==> config.mk <==
export PLATFORM = sky130hd
export DESIGN_NAME = frame_fetch_scheduler
export DESIGN_NICKNAME = d
export VERILOG_FILES = /design/src/rtl/frame_fetch_scheduler_pkg.sv /design/src/rtl/frame_fetch_scheduler_credit.sv /design/src/rtl/frame_fetch_scheduler.sv
export SDC_FILE = /design/constraint.sdc
export NUM_CORES = 1
export LEC_CHECK = 0
export ABC_AREA = 1
export CAP_MARGIN = 20
export CORE_UTILIZATION = 45
export CTS_CLUSTER_DIAMETER = 200
export DETAILED_ROUTE_END_ITERATION = 10
export PLACE_DENSITY = 0.75
export SLEW_MARGIN = 10
export SYNTH_ARGS = -nofsm -noshare
export SYNTH_HDL_FRONTEND = slang
export SYNTH_HIERARCHICAL = 1
export SYNTH_SLANG_ARGS = --single-unit
==> constraint.sdc <==
create_clock -name clk -period 2.2 [get_ports clk]
set_input_delay 0.66 -clock clk [delete_from_list [all_inputs] [get_ports clk]]
set_output_delay 0.66 -clock clk [all_outputs]
set_load 0.02 [all_outputs]
==> src/rtl/frame_fetch_scheduler_pkg.sv <==
// Shared fetch-path types and defaults used by the scheduler, the scan driver and the line buffer.
package frame_fetch_scheduler_pkg;

  typedef enum logic [1:0] {
    ST_IDLE  = 2'd0,
    ST_ISSUE = 2'd1,
    ST_DRAIN = 2'd2,
    ST_DONE  = 2'd3
  } fetch_state_t;

  localparam int unsigned FFS_ADDRESS_WIDTH   = 25;
  localparam int unsigned FFS_ROWS            = 32;
  localparam int unsigned FFS_LINE_BYTES      = 192;
  localparam int unsigned FFS_BANK_A_BASE     = 0;
  localparam int unsigned FFS_BANK_B_BASE     = 8192;
  localparam int unsigned FFS_MAX_OUTSTANDING = 8;

  function automatic int unsigned bank_base(input logic bank,
                                            input int unsigned base_a,
                                            input int unsigned base_b);
    return bank ? base_b : base_a;
  endfunction

endpackage

==> src/rtl/frame_fetch_scheduler_credit.sv <==
// Outstanding-read tracker: up/down counter, +1 per issue, -1 per return; no added latency.
// can_issue drops combinationally once MAX_OUTSTANDING reads are in flight.
module fetch_credit_counter
  import frame_fetch_scheduler_pkg::*;
#(
  parameter int unsigned MAX_OUTSTANDING = FFS_MAX_OUTSTANDING
) (
  input  logic                                   clk,
  input  logic                                   reset_n,
  input  logic                                   i_issue,
  input  logic                                   i_return,
  output logic                                   o_can_issue,
  output logic [$clog2(MAX_OUTSTANDING+1)-1:0]   o_outstanding
);

  localparam int unsigned CW = $clog2(MAX_OUTSTANDING + 1);

  logic [CW-1:0] r_cnt;
  logic          w_inc;
  logic          w_dec;

  // Saturating guards keep the count inside [0, MAX_OUTSTANDING] whatever the inputs do.
  assign w_inc = i_issue && (r_cnt < CW'(MAX_OUTSTANDING));
  assign w_dec = i_return && (r_cnt != '0);

  always_ff @(posedge clk or negedge reset_n) begin
    if (!reset_n) begin
      r_cnt <= '0;
    end else if (w_inc && !w_dec) begin
      r_cnt <= r_cnt + 1'b1;
    end else if (w_dec && !w_inc) begin
      r_cnt <= r_cnt - 1'b1;
    end
  end

  assign o_can_issue   = (r_cnt < CW'(MAX_OUTSTANDING));
  assign o_outstanding = r_cnt;

endmodule

==> src/rtl/frame_fetch_scheduler.sv <==
// Fetches one display row per line request from frame RAM into the line buffer; lb writes lag returns by 1 cycle.
// Issue stalls on arbiter FIFO full or MAX_OUTSTANDING in flight; bank swaps apply only at a row-0 request.
module frame_fetch_scheduler
  import frame_fetch_scheduler_pkg::*;
#(
  parameter int unsigned ADDRESS_WIDTH   = FFS_ADDRESS_WIDTH,
  parameter int unsigned ROWS            = FFS_ROWS,
  parameter int unsigned LINE_BYTES      = FFS_LINE_BYTES,
  parameter int unsigned BANK_A_BASE     = FFS_BANK_A_BASE,
  parameter int unsigned BANK_B_BASE     = FFS_BANK_B_BASE,
  parameter int unsigned MAX_OUTSTANDING = FFS_MAX_OUTSTANDING
) (
  input  logic                          clk,
  input  logic                          reset_n,
  input  logic                          i_line_req,
  input  logic [$clog2(ROWS)-1:0]       i_line_row,
  output logic                          o_line_busy,
  output logic                          o_line_done,
  output logic                          o_overrun,
  input  logic                          i_swap_req,
  output logic                          o_swap_ack,
  output logic                          o_active_bank,
  output logic [ADDRESS_WIDTH-1:0]      o_mem_address,
  output logic                          o_mem_wr,
  output logic [7:0]                    o_mem_data,
  output logic                          o_mem_data_ready,
  input  logic                          i_mem_fifo_full,
  input  logic [7:0]                    i_mem_q,
  input  logic                          i_mem_q_ready,
  output logic                          o_lb_wr_en,
  output logic [$clog2(LINE_BYTES)-1:0] o_lb_wr_addr,
  output logic [7:0]                    o_lb_wr_data
);

  localparam int unsigned CNT_W = $clog2(LINE_BYTES + 1);
  localparam int unsigned LB_AW = $clog2(LINE_BYTES);
  localparam int unsigned OUT_W = $clog2(MAX_OUTSTANDING + 1);
  localparam int unsigned ROW_W = $clog2(ROWS);

  fetch_state_t             r_state;
  logic [CNT_W-1:0]         r_issue_cnt;
  logic [CNT_W-1:0]         r_ret_cnt;
  logic [ADDRESS_WIDTH-1:0] r_line_addr;
  logic                     r_active_bank;
  logic                     r_swap_pending;
  logic                     r_swap_ack;
  logic                     r_line_busy;
  logic                     r_line_done;
  logic                     r_overrun;
  logic                     r_lb_wr_en;
  logic [LB_AW-1:0]         r_lb_wr_addr;
  logic [7:0]               r_lb_wr_data;

  logic                     w_can_issue;
  logic [OUT_W-1:0]         w_outstanding;
  logic                     w_accept;
  logic                     w_swap_apply;
  logic                     w_bank_next;
  logic [ROW_W-1:0]         w_row;
  logic [ADDRESS_WIDTH-1:0] w_line_addr_next;
  logic                     w_issue;
  logic                     w_return;

  assign w_accept = (r_state == ST_IDLE) && i_line_req;
  assign w_row    = (32'(i_line_row) >= ROWS) ? '0 : i_line_row;

  // Swapping only at the first row of a frame keeps a frame from mixing banks.
  assign w_swap_apply     = w_accept && r_swap_pending && (w_row == '0);
  assign w_bank_next      = r_active_bank ^ w_swap_apply;
  assign w_line_addr_next = ADDRESS_WIDTH'(bank_base(w_bank_next, BANK_A_BASE, BANK_B_BASE))
                          + ADDRESS_WIDTH'(w_row) * ADDRESS_WIDTH'(LINE_BYTES);

  assign w_issue  = (r_state == ST_ISSUE) && !i_mem_fifo_full && w_can_issue
                 && (r_issue_cnt < CNT_W'(LINE_BYTES));
  assign w_return = ((r_state == ST_ISSUE) || (r_state == ST_DRAIN)) && i_mem_q_ready
                 && (w_outstanding != '0);

  fetch_credit_counter #(
    .MAX_OUTSTANDING (MAX_OUTSTANDING)
  ) u_credit (
    .clk           (clk),
    .reset_n       (reset_n),
    .i_issue       (w_issue),
    .i_return      (w_return),
    .o_can_issue   (w_can_issue),
    .o_outstanding (w_outstanding)
  );

  always_ff @(posedge clk or negedge reset_n) begin
    if (!reset_n) begin
      r_state        <= ST_IDLE;
      r_issue_cnt    <= '0;
      r_ret_cnt      <= '0;
      r_line_addr    <= '0;
      r_active_bank  <= 1'b0;
      r_swap_pending <= 1'b0;
      r_swap_ack     <= 1'b0;
      r_line_busy    <= 1'b0;
      r_line_done    <= 1'b0;
      r_overrun      <= 1'b0;
      r_lb_wr_en     <= 1'b0;
      r_lb_wr_addr   <= '0;
      r_lb_wr_data   <= '0;
    end else begin
      r_line_done <= 1'b0;
      r_swap_ack  <= 1'b0;
      r_lb_wr_en  <= 1'b0;

      if (w_swap_apply) begin
        r_swap_pending <= 1'b0;
      end else if (i_swap_req) begin
        r_swap_pending <= 1'b1;
      end

      if (i_line_req && (r_state != ST_IDLE)) begin
        r_overrun <= 1'b1;
      end

      if (w_issue) begin
        r_issue_cnt <= r_issue_cnt + 1'b1;
      end

      // Returns arrive in issue order, so the return count is the line buffer index.
      if (w_return) begin
        r_ret_cnt    <= r_ret_cnt + 1'b1;
        r_lb_wr_en   <= 1'b1;
        r_lb_wr_addr <= r_ret_cnt[LB_AW-1:0];
        r_lb_wr_data <= i_mem_q;
      end

      case (r_state)
        ST_IDLE: begin
          if (i_line_req) begin
            r_state       <= ST_ISSUE;
            r_line_addr   <= w_line_addr_next;
            r_active_bank <= w_bank_next;
            r_swap_ack    <= w_swap_apply;
            r_issue_cnt   <= '0;
            r_ret_cnt     <= '0;
            r_line_busy   <= 1'b1;
          end
        end
        ST_ISSUE: begin
          if (r_issue_cnt == CNT_W'(LINE_BYTES)) begin
            r_state <= ST_DRAIN;
          end
        end
        ST_DRAIN: begin
          if (r_ret_cnt == CNT_W'(LINE_BYTES)) begin
            r_state     <= ST_DONE;
            r_line_done <= 1'b1;
          end
        end
        ST_DONE: begin
          r_state     <= ST_IDLE;
          r_line_busy <= 1'b0;
        end
        default: r_state <= ST_IDLE;
      endcase
    end
  end

  assign o_mem_data_ready = w_issue;
  assign o_mem_address    = w_issue ? (r_line_addr + ADDRESS_WIDTH'(r_issue_cnt)) : '0;
  assign o_mem_wr         = 1'b0;
  assign o_mem_data       = 8'h00;
  assign o_line_busy      = r_line_busy;
  assign o_line_done      = r_line_done;
  assign o_overrun        = r_overrun;
  assign o_swap_ack       = r_swap_ack;
  assign o_active_bank    = r_active_bank;
  assign o_lb_wr_en       = r_lb_wr_en;
  assign o_lb_wr_addr     = r_lb_wr_addr;
  assign o_lb_wr_data     = r_lb_wr_data;

endmodule

# Word level (Yosys, flattened, before mapping)
# Index checks and enable logic that the tools add are counted.
# Widths: inputs -> output; s select.
[totals]
ff_bits = 70
inputBits = 19
output_inout_bits = 57
[classes]
n_addsub = 6
multipliers = 1
n_lt_le_gt_ge = 2
eq_ne = 8
n_mux = 23
bitwise_logic = 1
reduce_logical = 27
[op_table]
columns = ["cell", "count"]
rows = [
  ["$mux 8", 6],
  ["$add 25x8->25", 1],
  ["$mux 25", 1],
  ["$add 8x1->8 const B", 2],
  ["$eq 8x8->1 const B", 2],
  ["$add 14x13->15", 1],
  ["$mux 14", 1],
  ["$logic_and 1x1->1", 13],
  ["$lt 8x8->1 const B", 1],
  ["$mux 1", 8],
  ["$mux 4", 2],
  ["$pmux 2 s4", 1],
  ["$reduce_bool 2->1", 4],
  ["$mul 5x2->7 const B", 1],
  ["$mux 2", 3],
  ["$logic_not 5->1", 1],
  ["$add 4x1->4 const B", 1],
  ["$eq 2x2->1 const B", 2],
  ["$lt 4x4->1 const B", 1],
  ["$ne 2x1->1 const B", 2],
  ["$reduce_and 2->1", 2],
  ["$reduce_bool 4->1", 1],
  ["$sub 4x1->4 const B", 1],
  ["$logic_not 1->1", 3],
  ["other kinds (7)", 7],
]

# Longest topological paths before layout
# Gate-level depths: netlist (run 1).
[depth]
ltp_word = 9
mapped_depth = 17
ltp_nobuf = 16

# Modules after synthesis
# The synthesis (run 1) kept the hierarchy.
[modules_own_cells]
columns = ["mod", "instances", "cells_per_inst", "area_per_inst_um2", "seq_area_each_um2"]
rows = [
  ["frame_fetch_scheduler", 1, 360, 2808.9, 1201.2],
  ["fetch_credit_counter", 1, 36, 290.3, 100.1],
]

# Least setup slack after synthesis (run 1)
# OpenSTA, ideal clock, no wires.
[synth_path]
path_kind = "input -> register"
start = "in i_mem_fifo_full"
end = "reg u_credit.r_cnt[3], in the netlist u_credit/o_outstanding[3]"
setup_time_ns = 0.117
arrival_time_ns = 2.159
slack_ns = -0.076
stages = 14
n_path_buf = 1
cell_sequence = "inv_1 > nand4_4 > inv_2 > buf_6 > inv_1 > nor2_1 > ha_1 > inv_1 > ha_1 > or2_1 > nand2_1 > nand2_1 > nand3_1 > nand2_1"
[synth_via]
elab_chain_len = 8
elab_cells_between_ends = 10
cone_classes = "1 x mux; 9 x reduce/logical"
[synth_rtl]
columns = ["element", "line_no", "text"]
rows = [
  ["start: declaration", "frame_fetch_scheduler.sv:27", "input logic i_mem_fifo_full,"],
  ["$logic_not 1->1 (*)", "frame_fetch_scheduler.sv:73", "assign w_issue = (r_state == ST_ISSUE) && !i_mem_fifo_full && w_can_issue"],
  ["$logic_and 1x1->1 (*) (2 in series)", "frame_fetch_scheduler.sv:73", ""],
  ["$logic_and 1x1->1 (*)", "frame_fetch_scheduler.sv:74", "&& (r_issue_cnt < CNT_W'(LINE_BYTES));"],
  ["via o_mem_data_ready", "frame_fetch_scheduler.sv:26", "output logic o_mem_data_ready,"],
  ["$logic_and 1x1->1 (*)", "frame_fetch_scheduler_credit.sv:23", "assign w_inc = i_issue && (r_cnt < CW'(MAX_OUTSTANDING));"],
  ["$logic_not 1->1", "frame_fetch_scheduler_credit.sv:31", "end else if (w_dec && !w_inc) begin"],
  ["$logic_and 1x1->1", "frame_fetch_scheduler_credit.sv:31", ""],
  ["$reduce_bool 2->1 (no source line)", "-", ""],
  ["end signal: assignment", "frame_fetch_scheduler_credit.sv:30", "r_cnt <= r_cnt + 1'b1;"],
  ["end signal: assignment", "frame_fetch_scheduler_credit.sv:32", "r_cnt <= r_cnt - 1'b1;"],
  ["end: declaration", "frame_fetch_scheduler_credit.sv:18", "logic [CW-1:0] r_cnt;"],
]
# Mark *: on every way through the listed nets, which the timed path passes. The rest lies on a longest branch.
# A chain may end at the register's enable or synchronous reset.

# Worst setup path after layout (run 1)
[layout_path]
start = "reg r_issue_cnt[6]"
end = "out o_mem_address[12]"
[layout_via]
elab_chain_len = 3
elab_cells_between_ends = 4
cone_classes = "1 x add/sub; 1 x order compare; 1 x mux; 1 x reduce/logical"
[layout_rtl]
columns = ["element", "line_no", "text"]
rows = [
  ["start: declaration", "frame_fetch_scheduler.sv:41", "logic [CNT_W-1:0] r_issue_cnt;"],
  ["start signal: assignment", "frame_fetch_scheduler.sv:120", "r_issue_cnt <= r_issue_cnt + 1'b1;"],
  ["branches (longest 2 deep; another with $add 25x8->25)", "-", ""],
  ["$mux 25 (*)", "frame_fetch_scheduler.sv:164", "assign o_mem_address = w_issue ? (r_line_addr + ADDRESS_WIDTH'(r_issue_cnt)) : '0;"],
  ["end: declaration", "frame_fetch_scheduler.sv:23", "output logic [ADDRESS_WIDTH-1:0] o_mem_address,"],
]
# Every way passes the cells marked *.

==> summary by stage, run 1 <==
STA
Once routing completed, OpenROAD measured the worst setup slack at -0.262 ns. The tightest hold path in the finished design has a slack of 0.297 ns. The final-report hold violation count is 0. The smallest clock period supported by the final layout is computed as 2.46 ns. Setup violations remaining at the end of the flow were counted as 16.

The maximum clock skew at final layout is 0.00608 ns. The number of max-slew violations in the final report came to 0. Static timing analysis puts the maximum clock frequency at 0.406 GHz. Setup repair after global routing could not meet its margin everywhere. The part of the cycle the worst path needs is 1.12.

CTS
The number of levels in the clock H-tree is 2. The clock latency on the worst-skew pair is 0.31 ns. The CTS buffer count is 5.

No sink is reached through more buffers than the 2 on the longest clock path. The CTS tree is done. After clock tree synthesis, the flow added hold-fix buffers numbering 0.

The tree built by TritonCTS fans out to 52 sinks. The clock transition time at the flip-flop clock pins of the worst setup and hold paths is 0.09 ns. The clock root buffer master is sky130_fd_sc_hd__clkbuf_8.

Synth
The count of unique library cells instantiated by Yosys is 27. The area share of xor/xnor cells in the synthesized design is 0.0113. The post-synthesis register bit count is 52.

Of the total synthesized cell area, the portion taken by AND, OR, NAND and NOR gates is 0.257. The combinational family with the most area after synthesis is simple AND/OR/NAND/NOR gates. Of the total synthesized cell area, the portion taken by full adders, half adders and majority gates is 0.104. The share of the Yosys chip area taken by registers is 0.420. The number of enable flip-flop cells after synthesis is 0.

In the synthesized netlist the dominant register cell turns out to be sky130_fd_sc_hd__dfrtp_1. For this run, the number of Yosys warnings is 6. Of all flip-flops after synthesis, the portion carrying an async set or reset was 1.00. In this run the cell area of the synthesized design comes to 3100 um2. The complex-gate fraction of the synthesized area is 0.0694.

The share of synthesized area spent on multiplexers is 0. The cell count after synthesis came out at 396. The average instance area after synthesis is 7.83 um2.

Final layout
From synthesis to final layout, the design area changed by 34.6%. The utilization of the core after routing is 0.642. For this run, the post-layout net count is 532. The final non-filler cell area is 4170 um2. After filler insertion, the fill cell instance count of the layout stands at 553. The total inserted antenna cells is 0. In the final layout, the share of cells above drive strength 1 is 0.229. The commonest non-fill, non-tap cell in the layout is sky130_fd_sc_hd__nand2_1. The final instance count without filler cells is 567. Leaving out fill and tap cells, the most frequent cells in the layout are 113 x sky130_fd_sc_hd__nand2_1, 51 x sky130_fd_sc_hd__dfrtp_1, 44 x sky130_fd_sc_hd__inv_1.

GRT
The first-pass GRT wire length is 11400 um. The pin count of the biggest net entering global routing is 35. The overall overflow remaining after global route is 0. The initial antenna violation count came to 0. For this run, the total global-route usage over all layers was measured as 0.197. The via count of the first global-routing pass is 2628.

Pwr
The standby leakage power is 2.14 nW. The maximum vdd ir drop is 0.000530 V. The power density relative to cell area is 1090 nW/um2. Summing internal, switching and leakage power gives 4.55 mW.

Detailed routing
The detailed-routing iteration count for the pre-antenna-repair pass is 4. The number of DRC markers after the initial detailed-route iteration is 96. For this run, design rule violations remaining after detail routing come to 0.

The routed via count divided by cell count is 4.85. The total routed wirelength is 6880 um. The count of vias placed by the detailed router is 2751. The average wire length per cell after detail routing is 12.1 um. The number of nets with antenna violations after detailed routing is 0.

Die
The die covers 7220 um2. Measured along the y axis, the die boundary spans 85.0 um. The row count is 29. For this design the top-level I/O count stands at 76.

The area of the core is 6490 um2. The initial core utilization is 0.477. The die is 85.0 um wide.

Placement
After detailed placement, the total cell area comes to 3850 um2. The routability congestion estimate from global placement is 0.870. The number of port buffers is 56.

Once placement completed, the tool counted placed cells totaling 549. Detailed placement finished with a half-perimeter wire length of 4910 um.

Worst setup path
The data required time at the worst endpoint is 1.54 ns. The startpoint type of the worst setup path is a register. The signal arrival time at the worst endpoint is 1.80 ns. In this run the worst path has a maximum fanout of 3. The worst setup path is of the register to primary output kind. The endpoint class of the critical path is a primary output.

Run status
The final reports fail on negative setup slack. The flow ran to the end, but the final reports show violations.

Min path
The kind of path behind the tightest hold check is primary input to asynchronous set/reset pin.

Run
Across the run, the number of max-cap violations was 0.
[metal layers]
layer,share of wire,wire (um),global-route usage,vias to the layer above
li1,-,-,-,1372
met1,0.44,3010,0.232,1309
met2,0.51,3530,0.359,61
met3,0.034,231,0.0331,9
met4,0.017,114,0.0740,0
met5,0,0,0,-
[layout make-up]
cell class	count	area (um2)	share of cell area
timing repair buffer	96	868	0.208
inverter	53	206	0.0495
multi-input combinational	281	1600	0.384
clock buffer	6	82.6	0.0198
sequential	52	1300	0.312
tap	77	96.3	0.0231
clock inverter	2	13.8	0.00330
[flip-flops by register name, indices dropped and copies added (netlist names), 2 cells and up]
register	flops
r_ret_cnt	8
r_issue_cnt	8
o_lb_wr_data	8
r_state	2
u_credit/o_outstanding	4
o_lb_wr_addr	8
r_line_addr	8
[report_power, final]
group	switching [mW]	total [mW]	internal [mW]
registers	0.249	1.52	1.27
logic	1.37	2.45	1.08
clock network	0.323	0.581	0.258
[critical path, cell delays in order, from the launching register on]
cell	delay, ns
sky130_fd_sc_hd__dfrtp_1	0.41
sky130_fd_sc_hd__ha_2	0.20
sky130_fd_sc_hd__fa_2	0.36
sky130_fd_sc_hd__nand2_2	0.10
sky130_fd_sc_hd__nor2_4	0.05
sky130_fd_sc_hd__nand2_2	0.07
sky130_fd_sc_hd__nand2_1	0.05
sky130_fd_sc_hd__nor2_1	0.10
sky130_fd_sc_hd__buf_4	0.15
[repair_timing]
item / in CTS / in global routing
endpoints found under the hold margin: 0 / 0
pin swaps: 9 / 7
resized for setup: 104 / 37
setup buffers: 4 / 6
setup endpoints to repair: 19 / 18
[cell usage after synthesis, drive strengths merged (3+ instances only)]
cell type    n  area share
nand4        6       0.017
nand2      120        0.15
ha          21       0.085
buf         28       0.073
fa           3       0.019
nor2        46       0.056
nand3       17       0.027
inv         53       0.064
o21ai       23       0.037
dfrtp       52        0.42
a21oi       14       0.024
[logic make-up after synthesis]
| group | Yosys count |
|---|---|
| AOI/OAI and AO/OA | 40 |
| xor gates and xnor gates | 4 |
| adders and majority gates | 24 |
| buffers and inverters | 81 |
| DFF | 52 |
| other | 1 |
| and+or+nand+nor | 194 |
[worst paths after layout]
check / start / end / slack (ns) / cells past startpoint
max: r_issue_cnt[6] / o_mem_address[12] / -0.26 / 8
max reg2reg: r_issue_cnt[7] / u_credit/o_outstanding[3] / -0.08 / 16
min reg2reg: o_overrun / o_overrun / 0.48 / 1
min: reset_n / r_line_addr[12] / 0.30 / 1
max in group asynchronous: reset_n / r_issue_cnt[7] / 1.35 / 2
min in group clk: o_overrun / o_overrun / 0.48 / 1
[per-stage QoR]
| step | setup slack [ns] | setup TNS, ns |
|---|---|---|
| after detailed placement | -0.717 | -12.34 |
| after global placement | -0.704 | -11.85 |
| final | -0.262 | -1.65 |
| after floorplan | 0.000827 | 0 |
| after CTS | -0.216 | -1.33 |
| after global routing | -0.318 | -2.70 |
(Power assumes the default switching activity.)
==> inputs of run 2 (changes only) <==
Settings changed: GPL_ROUTABILITY_DRIVEN set to 0, GPL_TIMING_DRIVEN set to 0.
==> run 2 against run 1 <==
- the run still ends with negative setup slack left
- clock skew is 0.0020 ns higher
- critical path depth is 1 lower
- die area stayed put
- worst hold slack better by 0.0031 ns
- non-clock buffer count is 23 higher
- routed wire length is 8.9% higher
- flip-flop and latch count stayed put
- register-to-register slack worse by 0.08 ns
- design area is 5.1% higher
- largest cell class unchanged
- sequential power hardly changed
- largest power group unchanged
- combinational power is 11% higher
==> summary by stage, run 2 (synthesis results as in run 1) <==
GRT
The total global-route track usage is 0.201 (+0.00372). The pin count of the biggest net entering global routing is 35 (unchanged). The initial antenna violation count came to 0 (unchanged). The overall overflow remaining after global route is 0 (unchanged). The via count of the first global-routing pass is 2627 (-0.038%). The first-pass GRT wire length is 11700 um (+2.6%).

CTS
The CTS buffer count was 5 (unchanged). The total clock sinks is 52 (unchanged). The maximum clock insertion buffer count is 2 (unchanged). The clock latency on the worst-skew pair came to 0.31 ns (about the same). The clock root buffer master is sky130_fd_sc_hd__clkbuf_8. The number of levels in the clock H-tree is 2 (unchanged). The CTS tree is done.

The clock transition time at the flip-flop clock pins of the worst setup and hold paths came to 0.10 ns (about the same).

Die
The vertical die dimension is 85.0 um (unchanged). The row count was 29 (unchanged). The number of I/O pins is 76 (unchanged). The horizontal die dimension is 85.0 um (unchanged). The initial core utilization is 0.477 (unchanged). The floorplan die area was 7220 um2 (unchanged).

The area of the core is 6490 um2 (unchanged).

Run
The number of violations of the max-capacitance limit is 0 (unchanged).

Final layout
The library cells used most frequently in the layout, excluding fill and tap cells, are 112 x sky130_fd_sc_hd__nand2_1, 56 x sky130_fd_sc_hd__buf_4, 51 x sky130_fd_sc_hd__dfrtp_1. The final-layout fill cell count came to 526 (-4.9%). Leaving out fill and tap cells, the most frequent cell in the layout is sky130_fd_sc_hd__nand2_1. The share of cells above drive strength 1 came to 0.255 (+0.0268). The layout overhead on the synthesized area is 41.4%.

The utilization of the core after routing was 0.675 (+0.0326). The net total in the final layout is 555 (+4.3%). The final instance count without filler cells came to 590 (+4.1%). The total inserted antenna cells is 0 (unchanged).

STA
The number of max-slew violations in the final report is 0 (unchanged). Setup repair after global routing could not meet its margin everywhere. The part of the cycle the worst path needs is 1.11 (-0.0129).

The final worst slack is -0.234 ns (+0.0283 ns). The final-report hold violation count is 0 (unchanged). The achievable frequency came to 0.411 GHz (+1.2%). The maximum clock skew at final layout came to 0.00811 ns (+0.00202 ns). The final setup violation count is 16 (unchanged). The time the worst path needs with I/O delays and setup was 2.43 ns (-0.0283 ns).

Detailed routing
The detailed-routing iteration count for the pre-antenna-repair pass was 5 (+1). The number of nets with antenna violations after detailed routing came to 0 (unchanged). The total routed wirelength is 7490 um (+8.9%).

The routed via count divided by cell count is 4.89 (+0.78%). The number of DRC markers after the initial detailed-route iteration was 145 (+51%). The average wire length per cell after detail routing is 12.7 um (+4.7%). The count of vias placed by the detailed router is 2885 (+4.9%). The number of remaining DRC errors is 0 (unchanged).

Worst setup path
By startpoint and endpoint, the worst setup path is classified as register to primary output. The endpoint class of the critical path is a primary output. The biggest fanout along the worst timing path is 3 (unchanged).

The number of buffer and inverter stages on the critical path came to 1 (unchanged). The kind of cell with the highest combined delay on the critical path is adder cells. The data required time at the worst endpoint was 1.54 ns (about the same). The critical path's largest stage delay was 0.42 ns (about the same). The slowest stage of the critical path belongs to the cell sky130_fd_sc_hd__dfrtp_1. STA classifies the critical path startpoint as a register.

The critical path goes through ha_2 > fa_2 > nand2_2 > nor2_4 > a21oi_2 > nor2_1 > buf_4. The signal arrival time at the worst endpoint is 1.77 ns (-0.03 ns).

Placement
The pre-CTS setup slack is -0.866 ns (-0.149 ns). The number of cells after detailed placement is 548 (-0.18%). The HPWL reported at the end of detailed placement is 5000 um (+1.9%). The number of port buffers is 56 (unchanged).

Pwr
The post-layout total power is 4.85 mW (+6.6%). The maximum vdd ir drop is 0.000553 V (+4.3%). The standby leakage power is 2.27 nW (+6.1%). The power density relative to cell area is 1110 nW/um2 (+1.5%).

Min path
The min-delay analysis places its worst path in the category primary input to asynchronous set/reset pin.

Run status
The final reports fail on negative setup slack. The run finished, with violations left.
[run 2: changes by cell type in the layout (fill, tap and decap cells not counted), sizes merged]
cell / delta
clkinvlp: +2
buf: +23
clkinv: -2
clkdlybuf4s50: -1
inv: +1
dlygate4sd2: +1
clkbuf: -1
[run 2: path summary, 6_finish.rpt]
path / slack [ns] / to / startpoint / depth (start not counted)
min reg2reg: 0.47 / o_overrun / o_overrun / 1
max: -0.23 / o_mem_address[12] / r_issue_cnt[6] / 7
max in group asynchronous: 1.35 / r_issue_cnt[7] / reset_n / 2
min in group clk: 0.47 / o_overrun / o_overrun / 1
min: 0.30 / r_state[1] / reset_n / 1
max reg2reg: -0.16 / u_credit/o_outstanding[3] / r_state[1] / 16
[run 2: through the flow]
step | TNS [ns] | hold WS (ns) | cell area [um2]
after floorplan | 0 | 0.364 | 3190
after global placement | -72.05 | 0.450 | 3840
after detailed placement | -12.94 | 0.449 | 3860
after CTS | -1.26 | 0.304 | 4130
after global routing | -3.10 | 0.320 | 4380
final | -1.96 | 0.300 | 4380
[run 2: worst register-to-register path, cell delays in order (launching register included)]
cell	delay (ns)
sky130_fd_sc_hd__dfrtp_1	0.41
sky130_fd_sc_hd__inv_2	0.09
sky130_fd_sc_hd__ha_4	0.16
sky130_fd_sc_hd__nand4_4	0.14
sky130_fd_sc_hd__inv_2	0.11
sky130_fd_sc_hd__buf_6	0.14
sky130_fd_sc_hd__buf_6	0.10
sky130_fd_sc_hd__inv_2	0.03
sky130_fd_sc_hd__nor2_2	0.08
sky130_fd_sc_hd__ha_2	0.22
sky130_fd_sc_hd__inv_4	0.06
sky130_fd_sc_hd__ha_4	0.21
sky130_fd_sc_hd__or2_4	0.26
sky130_fd_sc_hd__nand2_2	0.08
sky130_fd_sc_hd__nand2_1	0.05
sky130_fd_sc_hd__nand3_1	0.06
sky130_fd_sc_hd__nand2_1	0.06
[run 2: layout make-up]
type / instances / area, um2 / share of cell area
multi-input combinational: 281 / 1620 / 0.370
sequential: 52 / 1300 / 0.297
timing repair buffer: 93 / 857 / 0.196
buffer: 26 / 208 / 0.0474
inverter: 53 / 204 / 0.0465
tap: 77 / 96.3 / 0.0220
clock buffer: 5 / 68.8 / 0.0157
clock inverter: 3 / 26.3 / 0.00600
[run 2: layer usage]
layer / track usage / part of all wire
met2: 0.365 / 0.52
met3: 0.0263 / 0.052
met5: 0 / 0
met1: 0.249 / 0.41
met4: 0.0570 / 0.016
[run 2: power breakdown]
group	internal [mW]	switching, mW
Sequential	1.27	0.273
Combinational	1.26	1.46
Clock	0.232	0.352
[run 2: timing repair]
action,in CTS,in global routing
gates resized for setup,100,48
cloned,0,1
hold buffers,0,0
setup endpoints to repair,19,39
pin swaps,9,14
setup buffers,22,16
